==> src/rtl/fifo_pkt_pkg.sv <==
// fifo_pkt_pkg
//   Shared types and helpers for the packet framer.
//   - state_t : framer FSM states (IDLE, PAYLOAD, CSUM)
//   - mk_hdr  : builds a header word as {seq, len}. The caller truncates
//               the result to the data width.
package fifo_pkt_pkg;

    typedef enum logic [1:0] {
        IDLE    = 2'd0,
        PAYLOAD = 2'd1,
        CSUM    = 2'd2
    } state_t;

    // Places the sequence number above a len_w-bit length field.
    // A 64-bit container keeps this independent of the instance widths.
    function automatic logic [63:0] mk_hdr(input logic [63:0] seq,
                                           input logic [63:0] len,
                                           input int unsigned len_w);
        return (seq << len_w) | len;
    endfunction

endpackage

==> src/rtl/fifo_pkt_framer_out_reg.sv <==
// pkt_out_reg
//   Single output register slice for the framer. It holds data, sop, eop
//   and valid, and reports whether a new word may be loaded this cycle.
// Ports
//   clk        in   clock, rising edge
//   rst        in   synchronous active-high reset
//   load       in   capture d/sop/eop this edge; legal only when slot_free
//   d          in   word to load
//   sop, eop   in   flags to load
//   rdy        in   downstream ready
//   q          out  registered word
//   q_sop      out  registered sop flag
//   q_eop      out  registered eop flag
//   q_val      out  registered valid
//   slot_free  out  register is empty or drains this edge
module pkt_out_reg #(
    parameter int DataWidth = 16
) (
    input  logic                 clk,
    input  logic                 rst,
    input  logic                 load,
    input  logic [DataWidth-1:0] d,
    input  logic                 sop,
    input  logic                 eop,
    input  logic                 rdy,
    output logic [DataWidth-1:0] q,
    output logic                 q_sop,
    output logic                 q_eop,
    output logic                 q_val,
    output logic                 slot_free
);

    assign slot_free = !q_val || rdy;

    always_ff @(posedge clk) begin
        if (rst) begin
            q     <= '0;
            q_sop <= 1'b0;
            q_eop <= 1'b0;
            q_val <= 1'b0;
        end else if (load) begin
            q     <= d;
            q_sop <= sop;
            q_eop <= eop;
            q_val <= 1'b1;
        end else if (slot_free) begin
            // The word drained and nothing replaced it. The fields keep
            // their values; only valid drops.
            q_val <= 1'b0;
        end
    end

endmodule

==> src/rtl/fifo_pkt_framer.sv <==
// fifo_pkt_framer
//   Consumes the FIFO valid/ready word stream and frames it into packets:
//   a header {seq, PktLen}, PktLen payload words, and a checksum word. The
//   checksum makes the sum of all packet words zero mod 2^DataWidth.
// Ports
//   clk_i       in   clock
//   rst_i       in   synchronous active-high reset
//   din_i       in   payload word from FIFO
//   din_val_i   in   FIFO word valid
//   din_rdy_o   out  framer accepts the word (PAYLOAD state with output slot free)
//   dout_o      out  packet word
//   dout_sop_o  out  header flag
//   dout_eop_o  out  checksum flag
//   dout_val_o  out  output valid
//   dout_rdy_i  in   downstream ready
module fifo_pkt_framer
    import fifo_pkt_pkg::*;
#(
    parameter int DataWidth = 16,
    parameter int PktLen    = 4,
    parameter int SeqWidth  = 8
) (
    input  logic                 clk_i,
    input  logic                 rst_i,
    input  logic [DataWidth-1:0] din_i,
    input  logic                 din_val_i,
    output logic                 din_rdy_o,
    output logic [DataWidth-1:0] dout_o,
    output logic                 dout_sop_o,
    output logic                 dout_eop_o,
    output logic                 dout_val_o,
    input  logic                 dout_rdy_i
);

    localparam int CntW = $clog2(PktLen + 1);
    localparam int LenW = DataWidth - SeqWidth;
    localparam logic [CntW-1:0] CntLast = CntW'(PktLen - 1);

    state_t                state;
    logic [CntW-1:0]       cnt;
    logic [SeqWidth-1:0]   seq;
    logic [DataWidth-1:0]  acc;

    logic                  slot_free;
    logic                  in_xfer;
    logic [DataWidth-1:0]  hdr;
    logic [DataWidth-1:0]  csum;

    logic                  ld;
    logic [DataWidth-1:0]  ld_data;
    logic                  ld_sop;
    logic                  ld_eop;

    assign hdr       = DataWidth'(mk_hdr(64'(seq), 64'(PktLen), LenW));
    assign csum      = '0 - acc;
    assign din_rdy_o = (state == PAYLOAD) && slot_free;
    assign in_xfer   = din_val_i && din_rdy_o;

    // Select what, if anything, goes into the output register this cycle.
    always_comb begin
        ld      = 1'b0;
        ld_data = '0;
        ld_sop  = 1'b0;
        ld_eop  = 1'b0;
        case (state)
            IDLE: begin
                // The header is emitted only once a word is waiting, but that
                // word is consumed later, in PAYLOAD.
                if (din_val_i && slot_free) begin
                    ld      = 1'b1;
                    ld_data = hdr;
                    ld_sop  = 1'b1;
                end
            end
            PAYLOAD: begin
                if (in_xfer) begin
                    ld      = 1'b1;
                    ld_data = din_i;
                end
            end
            CSUM: begin
                if (slot_free) begin
                    ld      = 1'b1;
                    ld_data = csum;
                    ld_eop  = 1'b1;
                end
            end
            default: ;
        endcase
    end

    always_ff @(posedge clk_i) begin
        if (rst_i) begin
            state <= IDLE;
            cnt   <= '0;
            seq   <= '0;
            acc   <= '0;
        end else begin
            case (state)
                IDLE: begin
                    if (din_val_i && slot_free) begin
                        acc   <= hdr;
                        cnt   <= '0;
                        state <= PAYLOAD;
                    end
                end
                PAYLOAD: begin
                    if (in_xfer) begin
                        acc <= acc + din_i;
                        cnt <= cnt + CntW'(1);
                        if (cnt == CntLast) state <= CSUM;
                    end
                end
                CSUM: begin
                    if (slot_free) begin
                        seq   <= seq + SeqWidth'(1);
                        state <= IDLE;
                    end
                end
                default: state <= IDLE;
            endcase
        end
    end

    pkt_out_reg #(.DataWidth(DataWidth)) u_out (
        .clk       (clk_i),
        .rst       (rst_i),
        .load      (ld),
        .d         (ld_data),
        .sop       (ld_sop),
        .eop       (ld_eop),
        .rdy       (dout_rdy_i),
        .q         (dout_o),
        .q_sop     (dout_sop_o),
        .q_eop     (dout_eop_o),
        .q_val     (dout_val_o),
        .slot_free (slot_free)
    );

endmodule

==> config.mk <==
export PLATFORM = sky130hd
export DESIGN_NAME = fifo_pkt_framer
export DESIGN_NICKNAME = d
export VERILOG_FILES = /design/src/rtl/fifo_pkt_pkg.sv /design/src/rtl/fifo_pkt_framer_out_reg.sv /design/src/rtl/fifo_pkt_framer.sv
export SDC_FILE = /design/constraint.sdc
export NUM_CORES = 1
export LEC_CHECK = 0
export ABC_CLOCK_PERIOD_IN_PS = 2400
export BUFFER_PORTS_ARGS = -buffer_cell sky130_fd_sc_hd__buf_2
export CAP_MARGIN = 15
export CORE_MARGIN = 2
export CORE_UTILIZATION = 50
export CTS_BUF_LIST = sky130_fd_sc_hd__clkbuf_2 sky130_fd_sc_hd__clkbuf_4 sky130_fd_sc_hd__clkbuf_8
export CTS_CLUSTER_DIAMETER = 150
export DETAILED_ROUTE_END_ITERATION = 12
export PLACE_DENSITY_LB_ADDON = 0.1
export SLEW_MARGIN = 15
export SYNTH_ARGS = -nofsm -noshare
export SYNTH_HDL_FRONTEND = slang
export SYNTH_SLANG_ARGS = --single-unit
==> constraint.sdc <==
create_clock -name clk_i -period 2.4 [get_ports clk_i]
set_input_delay 0.48 -clock clk_i [delete_from_list [all_inputs] [get_ports clk_i]]
set_output_delay 0.48 -clock clk_i [all_outputs]
set_load 0.1 [all_outputs]
Yosys cells after proc, flatten, opt, wreduce, memory -nomap -nowiden
Cells that the tools add are included.
- multiplexer cells: 23
- equality and inequality tests: 7
- reductions and logical operators: 11
- add/sub/neg operators: 4
- operator list (cell ; count):
    $mux W16 ; 5
    $pmux W16 S3 ; 1
    $pmux W16 S2 ; 1
    $add A16 B16 Y16 ; 1
    $sub A1 B16 Y16 const A ; 1
    $add A8 B1 Y8 const B ; 1
    $mux W2 ; 4
    $mux W1 ; 7
    $mux W3 ; 2
    $ne A2 B2 Y1 const B ; 3
    $pmux W2 S3 ; 1
    $pmux W3 S2 ; 1
    $reduce_and A4 Y1 ; 1
    $reduce_bool A2 Y1 ; 2
    $add A3 B1 Y3 const B ; 1
    $eq A3 B2 Y1 const B ; 1
    $logic_and A1 B1 Y1 ; 3
    $pmux W1 S3 ; 1
    $reduce_and A3 Y1 ; 1
    $eq A2 B1 Y1 const B ; 1
    $eq A2 B2 Y1 const B ; 1
    $logic_not A2 Y1 ; 1
    $ne A2 B1 Y1 const B ; 1
    $reduce_and A2 Y1 ; 1
    2 further kinds ; 2
- output and inout port bits: 20
- register bits: 48
- input bits: 20
- word-level logic and storage cells: 53

Logic depth before layout (Yosys ltp)
Gate-level depths: netlist of run 1.
- depth in word-level cells: 7
- gate-level depth with buffers: 9

Hierarchy
From an unflattened synthesis of run 1, not the netlist that was laid out.
- cell total of the unflattened synthesis: 378
- area, all modules: 3071.7 um^2
- modules (own cells, without submodules) (module ; area an instance (um^2) ; cells an instance ; instances):
    fifo_pkt_framer ; 2387.3 ; 316 ; 1
    pkt_out_reg ; 684.4 ; 62 ; 1

Worst setup path after synthesis of run 1
OpenSTA, ideal clock, no wires.
- path type: register to output
- start point: register u_out.q_val
- end point: output din_rdy_o
- arrival: 2195 ps
- cell stages (with the launch flop): 3
- required time: 1920 ps
- path slack: -275 ps
- cell sequence: dfxtp_1 -> nor2b_1 -> nor2_1
- word-level cells in the longest chain between the ends: 3
- ends and longest elaborated chain (element ; RTL line ; source):
    from (decl) ; fifo_pkt_framer_out_reg.sv:29 ; output logic q_val,
    from (signal assigned) ; fifo_pkt_framer_out_reg.sv:40 ; q_val <= 1'b0;
    from (signal assigned) ; fifo_pkt_framer_out_reg.sv:45 ; q_val <= 1'b1;
    from (signal assigned) ; fifo_pkt_framer_out_reg.sv:49 ; q_val <= 1'b0;
    $logic_not A1 Y1 ; fifo_pkt_framer_out_reg.sv:33 ; assign slot_free = !q_val || rdy;
    $logic_or A1 B1 Y1 ; fifo_pkt_framer_out_reg.sv:33 ;
    $logic_and A1 B1 Y1 ; fifo_pkt_framer.sv:56 ; assign din_rdy_o = (state == PAYLOAD) && slot_free;
    to (decl) ; fifo_pkt_framer.sv:27 ; output logic din_rdy_o,
No other way between the ends.

Worst setup path in the final report of run 1
- start point: register acc[0]
- end point: register acc[12]
- word-level cells in the longest chain between the ends: 3
- ends and longest elaborated chain (element ; RTL line ; source):
    from (decl) ; fifo_pkt_framer.sv:42 ; logic [DataWidth-1:0] acc;
    from (signal assigned) ; fifo_pkt_framer.sv:102 ; acc <= hdr;
    from (signal assigned) ; fifo_pkt_framer.sv:109 ; acc <= acc + din_i;
    $add A16 B16 Y16 ; fifo_pkt_framer.sv:109 ;
    $mux W16 ; fifo_pkt_framer.sv:108 ; if (in_xfer) begin
    $pmux W16 S2 ; fifo_pkt_framer.sv:99 ; case (state)
No other way between the ends. The select of a mux whose other input is x is not followed.
A chain may end at the register's enable or synchronous reset.

==> metrics.md, run 1 <==
| Metric | Value |
|---|---|
| Result of the run | `finished, final reports clean` |
| Unrepaired setup endpoints after global routing | `no` |
| Worst ir drop on vdd | `0.000283 V` |
| Vias in the first global route | `2796` |
| Via Count | `2921` |
| Placed cell count | `486` |
| Max-capacitance violation count | `0` |
| Htree depth | `2` |
| Worst Skew | `0.0107 ns` |
| Leakage power | `1.44 nW` |
| Layout Utilization | `59.4%` |
| Count of yosys warnings during synthesis | `0` |
| Setup slack of the critical path after layout | `0.136 ns` |
| Origin of the critical flop-to-flop path | `acc[0]` |
| Cell breakdown of the critical path | `ha_1 > inv_1 > fa_1 > nor2b_1 > o21ai_1 > nand2_1 > a211oi_1 > xor2_1 > a221oi_1` |
| Critical path peak fanout | `6` |
| Primary flip-flop cell chosen by synthesis mapping | `sky130_fd_sc_hd__dfxtp_1` |
| Post-synth design cell area | `3030 um2` |
| Clock network fraction of design power | `27.0%` |
| CP Launch Point | `acc[0]` |
| Post-route ant nets | `0` |
| Number of top-level pins | `40` |
| Upper clock frequency limit | `442 MHz` |
| Gate Count Post-Synth | `372` |
| Kind of end point of the critical path | `flip-flop` |
| Number of iterations in the first detailed-routing pass | `5` |
| CP Data Arrival Time | `2.48 ns` |
| Number of buffers inserted during clock tree synthesis | `5` |
| Switching power as a share of total power | `36.2%` |
| Relative slew slack | `67.7%` |
| Fin cells | `494` |
| Floorplan core area | `5890 um2` |
| DRC violation total after the first TritonRoute iteration | `171` |
| Ys async rst share | `0%` |
| Weighted congestion at the end of routability-driven global placement | `0.961` |
| Pre-CTS setup slack | `0.0941 ns` |
| Area of the die | `6710 um2` |
| Count of different cell masters after synthesis | `55` |
| Time the final worst path needs with I/O delays and setup | `2.26 ns` |
| Max incr delay on CP | `0.46 ns` |
| Final period utilization | `94.3%` |
| Final net count | `458` |
| Int Pwr | `1.26 mW` |
| Maximum number of buffers from clock root to sink | `2` |
| Clock tree from TritonCTS | `done` |
| Critical path required time | `2.61 ns` |
| Total grt overflow | `0` |
| Number of buffers inserted by post-CTS setup repair | `0` |
| Final HPWL from detailed placement | `6100 um` |
| Vias per cell | `5.91` |
| Power per unit of standard cell area | `566 nW/um2` |
| Die Span Y | `81.9 um` |
| Highest-delay cell along the critical path | `sky130_fd_sc_hd__dfxtp_1` |
| Placed instance area | `3400 um2` |
| Net count after synthesis | `412` |
| Worst min-delay path category | `in2reg` |
| Number of buffers added on ports | `39` |
| Sequential Power Share | `43.4%` |
| Maximum number of pins on one net before global-route repair | `24` |
| Quantity of hold-fixing buffers added after cts | `0` |
| Switching power summed over all nets | `715 uW` |
| Buf+Inv Stages, Crit Path | `1` |
| Synth Area per Inst | `8.16 um2` |
| Family with the most delay on the worst path | `adder cells` |
| Leading cell types in the layout, fill and taps excluded | `sky130_fd_sc_hd__dfxtp_1 (48), sky130_fd_sc_hd__buf_2 (39), sky130_fd_sc_hd__nand2_1 (35), sky130_fd_sc_hd__nor2_1 (35), sky130_fd_sc_hd__a21oi_1 (26)` |
| Chip width | `81.9 um` |
| Area of all placed cells without fillers | `3500 um2` |
| Clock slew seen by the registers of the worst setup and hold paths | `0.10 ns` |
| Post-cts gate resize count | `0` |
| First-pass GRT wire length | `13500 um` |
| Final count of pins violating max slew | `0` |
| Final total negative setup slack | `0 ns` |
| Global Route Usage Sum | `26.2%` |
| Post-route DRC | `0` |
| Share of final-layout standard cells stronger than drive strength 1 | `18.9%` |
| Antenna violations before repair | `0` |
| Antenna diode count | `0` |
| Total length of routed wires | `8220 um` |
| Average wire per cell in the routed design | `16.6 um` |
| Relative area change from synthesis to final layout | `15.2%` |
| CTS Root Cell | `sky130_fd_sc_hd__clkbuf_8` |
| # rows | `28` |
| Number of flip-flops and latches in the synthesized netlist | `48` |
| Effective utilization at floorplan | `51.6%` |
| Part of the Yosys area used for sequential elements | `31.7%` |
| Final Hold Fails | `0` |
| Worst hold path startpoint | `din_i[0]` |
| Clock sink count | `48` |
| Critical Setup Path Class | `reg2reg` |
| Type of origin of the critical path | `flip-flop` |
| Finish-stage setup viols | `0` |
| Share of power burned in combinational logic | `29.6%` |
| Clock Latency Late Sink | `0.31 ns` |
| Number of flops mapped to enable cells by yosys | `0` |
| Most common cell after layout, fill and taps aside | `sky130_fd_sc_hd__dfxtp_1` |
| Transition time at the pin with the least slew margin | `0.488 ns` |
## final cells by class
cell class | count | area, um2
Clock inverter | 2 | 15.0
Clock buffer | 6 | 82.6
Timing Repair Buffer | 59 | 358
Fill cell | 556 | 2390
Sequential cell | 48 | 961
Multi-Input combinational cell | 290 | 1930
Tap cell | 75 | 93.8
Inverter | 14 | 52.6
## per-layer routing
metal	wire [um]	global-route usage, %	up-vias
met5	0	0	-
met4	88	6.67	0
met3	328	3.41	12
met2	4040	46.0	72
met1	3770	33.8	1370
li1	-	-	1467
## logic make-up after synthesis
kind of cell | after synthesis | share of synthesized area [%]
and+or+nand+nor | 133 | 21.7
AOI/OAI and AO/OA | 107 | 24.6
DFF | 48 | 31.7
buffers and inverters | 34 | 4.70
xor gates and xnor gates | 27 | 7.79
adders and majority gates | 20 | 8.49
muxes | 3 | 0.990
## final timing paths
kind | to | slack (ns) | cells past startpoint
worst min register to register | u_out.q[13] | 0.46 | 2
worst min-delay path | u_out.q[0] | 0.42 | 3
worst max register to register | acc[12] | 0.14 | 9
worst max-delay path | acc[12] | 0.14 | 9
## tightest hold or removal path, stage by stage
cell and delay (ns):
sky130_fd_sc_hd__buf_2 0.11, sky130_fd_sc_hd__nand2_1 0.05, sky130_fd_sc_hd__a21oi_1 0.05
## stage by stage
| stage | hold slack [ns] | total power [mW] |
|---|---|---|
| 3_5_place_dp | 0.447 | 1.46 |
| 5_1_grt | 0.441 | 2.08 |
| 6_report | 0.420 | 1.98 |
| 4_1_cts | 0.418 | 1.98 |
| 3_3_place_gp | 0.436 | 1.46 |
| 2_1_floorplan | 0.450 | 1.31 |
## cells in the mapped netlist (2+ instances only)
| cell type | instances | share of area (%) |
|---|---|---|
| sky130_fd_sc_hd__a221o_1 | 2 | 0.66 |
| sky130_fd_sc_hd__a21o_1 | 3 | 0.74 |
| sky130_fd_sc_hd__nand4_1 | 8 | 1.6 |
| sky130_fd_sc_hd__nor2_1 | 36 | 4.5 |
| sky130_fd_sc_hd__o21a_1 | 3 | 0.74 |
| sky130_fd_sc_hd__nand2b_1 | 3 | 0.62 |
| sky130_fd_sc_hd__a31oi_1 | 5 | 1.0 |
| sky130_fd_sc_hd__clkbuf_1 | 13 | 1.6 |
| sky130_fd_sc_hd__ha_1 | 19 | 7.8 |
| sky130_fd_sc_hd__a21oi_1 | 26 | 4.3 |
| sky130_fd_sc_hd__and3_1 | 4 | 0.82 |
| sky130_fd_sc_hd__inv_1 | 14 | 1.7 |
| sky130_fd_sc_hd__a211o_1 | 2 | 0.58 |
| sky130_fd_sc_hd__a221oi_1 | 12 | 3.5 |
| sky130_fd_sc_hd__nor2b_1 | 5 | 1.0 |
| sky130_fd_sc_hd__nor4_2 | 2 | 0.82 |
| sky130_fd_sc_hd__dfxtp_1 | 48 | 32 |
| sky130_fd_sc_hd__o21ai_1 | 4 | 0.66 |
| sky130_fd_sc_hd__a222oi_1 | 4 | 1.3 |
| sky130_fd_sc_hd__mux2i_1 | 3 | 0.99 |
| sky130_fd_sc_hd__or3_1 | 5 | 1.0 |
| sky130_fd_sc_hd__nor4_1 | 2 | 0.41 |
| sky130_fd_sc_hd__o21ai_0 | 15 | 2.5 |
| sky130_fd_sc_hd__nor3_1 | 9 | 1.5 |
| sky130_fd_sc_hd__nand3_1 | 12 | 2.0 |
| sky130_fd_sc_hd__nor2_2 | 2 | 0.41 |
| sky130_fd_sc_hd__a211oi_1 | 6 | 1.5 |
| sky130_fd_sc_hd__xor2_1 | 14 | 4.0 |
| sky130_fd_sc_hd__and2_1 | 3 | 0.62 |
| sky130_fd_sc_hd__buf_2 | 5 | 0.82 |
| sky130_fd_sc_hd__nand2_1 | 35 | 4.3 |
| sky130_fd_sc_hd__xnor2_1 | 13 | 3.8 |
| sky130_fd_sc_hd__a22oi_1 | 11 | 2.7 |
| sky130_fd_sc_hd__and4_1 | 3 | 0.87 |
## power groups by stage
stage | Combinational (mW) | Clock (mW) | Sequential [mW]
2_1_floorplan | 0.324 | 0 | 0.984
3_3_place_gp | 0.579 | 0 | 0.876
3_5_place_dp | 0.582 | 0 | 0.877
4_1_cts | 0.584 | 0.540 | 0.859
5_1_grt | 0.638 | 0.578 | 0.864
6_report | 0.586 | 0.533 | 0.859
## flip-flops by register name, summed over array words and instances, names as in the netlist
register	cells
acc	16
cnt	3
seq	8
state	2
u_out.q	16
u_out.q_eop	1
u_out.q_sop	1
u_out.q_val	1
Note: power is estimated with default switching activity, not from simulation.
==> run 2, diff against run 1 <==
--- a/config.mk
+++ b/config.mk
@@ -9,7 +9,7 @@
 export BUFFER_PORTS_ARGS = -buffer_cell sky130_fd_sc_hd__buf_2
 export CAP_MARGIN = 15
 export CORE_MARGIN = 2
-export CORE_UTILIZATION = 50
+export CORE_UTILIZATION = 40
 export CTS_BUF_LIST = sky130_fd_sc_hd__clkbuf_2 sky130_fd_sc_hd__clkbuf_4 sky130_fd_sc_hd__clkbuf_8
 export CTS_CLUSTER_DIAMETER = 150
 export DETAILED_ROUTE_END_ITERATION = 12
==> constraint.sdc (replaced) <==
create_clock -name clk_i -period 2.4 [get_ports clk_i]
set_input_delay 0.12 -clock clk_i [delete_from_list [all_inputs] [get_ports clk_i]]
set_output_delay 0.12 -clock clk_i [all_outputs]
set_load 0.1 [all_outputs]
==> metrics.md, run 2 (synthesis results as in run 1) <==
| Metric | Value |
|---|---|
| Vias in the first global route | `2666 (was 2796)` |
| Number of iterations in the first detailed-routing pass | `4 (was 5)` |
| Final total negative setup slack | `0 ns (unchanged)` |
| Type of origin of the critical path | `flip-flop (unchanged)` |
| Relative slew slack | `59.7% (was 67.7%)` |
| Most common cell after layout, fill and taps aside | `sky130_fd_sc_hd__dfxtp_1 (unchanged)` |
| Clock sink count | `48 (unchanged)` |
| Critical path required time | `2.28 ns (was 2.61 ns)` |
| Family with the most delay on the worst path | `flip-flops (was adder cells)` |
| Clock Latency Late Sink | `0.31 ns (about the same)` |
| Final net count | `452 (was 458)` |
| Placed instance area | `3370 um2 (was 3400 um2)` |
| Post-route DRC | `0 (unchanged)` |
| Quantity of hold-fixing buffers added after cts | `0 (unchanged)` |
| Worst ir drop on vdd | `0.000305 V (was 0.000283 V)` |
| Max-capacitance violation count | `0 (unchanged)` |
| Share of final-layout standard cells stronger than drive strength 1 | `17.2% (was 18.9%)` |
| Floorplan core area | `7290 um2 (was 5890 um2)` |
| Final HPWL from detailed placement | `6310 um (was 6100 um)` |
| Chip width | `91.1 um (was 81.9 um)` |
| Final count of pins violating max slew | `0 (unchanged)` |
| Area of the die | `8300 um2 (was 6710 um2)` |
| Worst Skew | `0.0112 ns (was 0.0107 ns)` |
| Total power consumption of the routed design | `2.14 mW (was 1.98 mW)` |
| DRC violation total after the first TritonRoute iteration | `135 (was 171)` |
| Htree depth | `2 (unchanged)` |
| Max incr delay on CP | `0.72 ns (was 0.46 ns)` |
| Relative area change from synthesis to final layout | `15.3% (was 15.2%)` |
| Register cell area after layout | `961 um2 (unchanged)` |
| Pre-CTS setup slack | `0.249 ns (was 0.0941 ns)` |
| Total length of routed wires | `8520 um (was 8220 um)` |
| Unrepaired setup endpoints after global routing | `no (unchanged)` |
| Cell breakdown of the critical path | `nand2b_1 > buf_4 > nor2_1 > buf_2 (was ha_1 > inv_1 > fa_1 > nor2b_1 > o21ai_1 > nand2_1 > a211oi_1 > xor2_1 > a221oi_1)` |
| Via Count | `2860 (was 2921)` |
| Global Route Usage Sum | `20.4% (was 26.2%)` |
| Multi-input gate area | `1930 um2 (about the same)` |
| Reg-to-Reg End | `acc[12] (unchanged)` |
| Clock tree from TritonCTS | `done (unchanged)` |
| Setup slack of the critical path after layout | `0.198 ns (was 0.136 ns)` |
| Highest-delay cell along the critical path | `sky130_fd_sc_hd__dfxtp_1 (unchanged)` |
| Time the final worst path needs with I/O delays and setup | `2.20 ns (was 2.26 ns)` |
| Weighted congestion at the end of routability-driven global placement | `0.881 (was 0.961)` |
| Maximum number of buffers from clock root to sink | `2 (unchanged)` |
| Worst hold path startpoint | `din_i[0] (unchanged)` |
| Buf+Inv Stages, Crit Path | `2 (was 1)` |
| Vias per cell | `5.60 (was 5.91)` |
| # rows | `31 (was 28)` |
| CP Data Arrival Time | `2.08 ns (was 2.48 ns)` |
| Transition time at the pin with the least slew margin | `0.603 ns (was 0.488 ns)` |
| Number of buffers inserted by post-CTS setup repair | `0 (unchanged)` |
| Reg2reg setup slack | `0.24 ns (was 0.14 ns)` |
| Worst min-delay path category | `in2reg (unchanged)` |
| Antenna diode count | `0 (unchanged)` |
| Number of top-level pins | `40 (unchanged)` |
| WHS Path Cells | `3 (unchanged)` |
| Fin cells | `511 (was 494)` |
| Result of the run | `finished, final reports clean (unchanged)` |
| Final period utilization | `91.8% (was 94.3%)` |
| Area of all placed cells without fillers | `3500 um2 (about the same)` |
| Effective utilization at floorplan | `41.6% (was 51.6%)` |
| Post-Route Hold Slack | `0.0645 ns (was 0.420 ns)` |
| Leading cell types in the layout, fill and taps excluded | `sky130_fd_sc_hd__dfxtp_1 (48), sky130_fd_sc_hd__buf_2 (39), sky130_fd_sc_hd__nor2_1 (36), sky130_fd_sc_hd__nand2_1 (35), sky130_fd_sc_hd__a21oi_1 (26) (was sky130_fd_sc_hd__dfxtp_1 (48), sky130_fd_sc_hd__buf_2 (39), sky130_fd_sc_hd__nand2_1 (35), sky130_fd_sc_hd__nor2_1 (35), sky130_fd_sc_hd__a21oi_1 (26))` |
| Origin of the critical flop-to-flop path | `acc[0] (unchanged)` |
| Die Span Y | `91.1 um (was 81.9 um)` |
| Critical Setup Path Class | `reg2out (was reg2reg)` |
| Antenna violations before repair | `0 (unchanged)` |
| Leakage power | `1.42 nW (was 1.44 nW)` |
| Number of filler instances in the final layout | `760 (was 556)` |
| Total grt overflow | `0 (unchanged)` |
| Upper clock frequency limit | `454 MHz (was 442 MHz)` |
| Final Hold Fails | `0 (unchanged)` |
| Registers with the highest flip-flop counts | `acc: 16 flops, u_out.q: 16 flops, seq: 8 flops (unchanged)` |
| FF-to-FF path depth | `9 (unchanged)` |
| Number of buffers added on ports | `39 (unchanged)` |
| Critical path peak fanout | `15 (was 6)` |
| Terminating pin of the worst hold path | `u_out.q[0] (unchanged)` |
| Maximum number of pins on one net before global-route repair | `29 (was 24)` |
| Kind of end point of the critical path | `output port (was flip-flop)` |
| Placed cell count | `504 (was 486)` |
| Average wire per cell in the routed design | `16.7 um (was 16.6 um)` |
| CTS Root Cell | `sky130_fd_sc_hd__clkbuf_8 (unchanged)` |
| Number of buffers inserted during clock tree synthesis | `5 (unchanged)` |
| Power per unit of standard cell area | `612 nW/um2 (was 566 nW/um2)` |
| Finish-stage setup viols | `0 (unchanged)` |
| First-pass GRT wire length | `13600 um (was 13500 um)` |
| Clock slew seen by the registers of the worst setup and hold paths | `0.10 ns (about the same)` |
| Post-route ant nets | `0 (unchanged)` |
| Post-cts gate resize count | `0 (unchanged)` |
| Layout Utilization | `48.0% (was 59.4%)` |
==> run 2: area by class of cell <==
type                    instances  share of cell area (%)
multi-input cells             290                    55.2
flip-flops and latches         48                    27.5
repair buffers                 53                    8.59
well taps                      99                    3.54
clock buffers                   5                    1.97
clock inverters                 2                    1.72
inverters                      14                    1.50
==> run 2: worst max-delay path by stage <==
stage	from	end	slack, ns	cells past startpoint
after floorplan	u_out.q_val	din_rdy_o	0.08	2
after global placement	acc[0]	acc[12]	0.29	9
after detailed placement	acc[0]	acc[12]	0.25	9
after CTS	state[0]	din_rdy_o	0.20	4
after global routing	acc[0]	acc[12]	0.04	9
final	state[0]	din_rdy_o	0.20	4
==> run 2: where the power goes <==
group	internal [mW]	switching, mW	total [mW]
Sequential	0.828	0.0368	0.865
Clock	0.411	0.299	0.710
Combinational	0.188	0.376	0.564
Total	1.43	0.712	2.14
==> run 2: per-layer routing <==
| layer | vias up | share of wire (%) | GRT usage [%] |
|---|---|---|---|
| li1 | 1447 | - | - |
| met1 | 1337 | 48 | 27.0 |
| met2 | 66 | 47 | 34.4 |
| met3 | 10 | 4.4 | 3.24 |
| met4 | 0 | 1.2 | 5.81 |
| met5 | - | 0 | 0 |
==> run 2: tightest hold or removal path, stage by stage <==
cell and delay [ns]:
sky130_fd_sc_hd__buf_2 0.11, sky130_fd_sc_hd__nand2_1 0.05, sky130_fd_sc_hd__a21oi_1 0.05
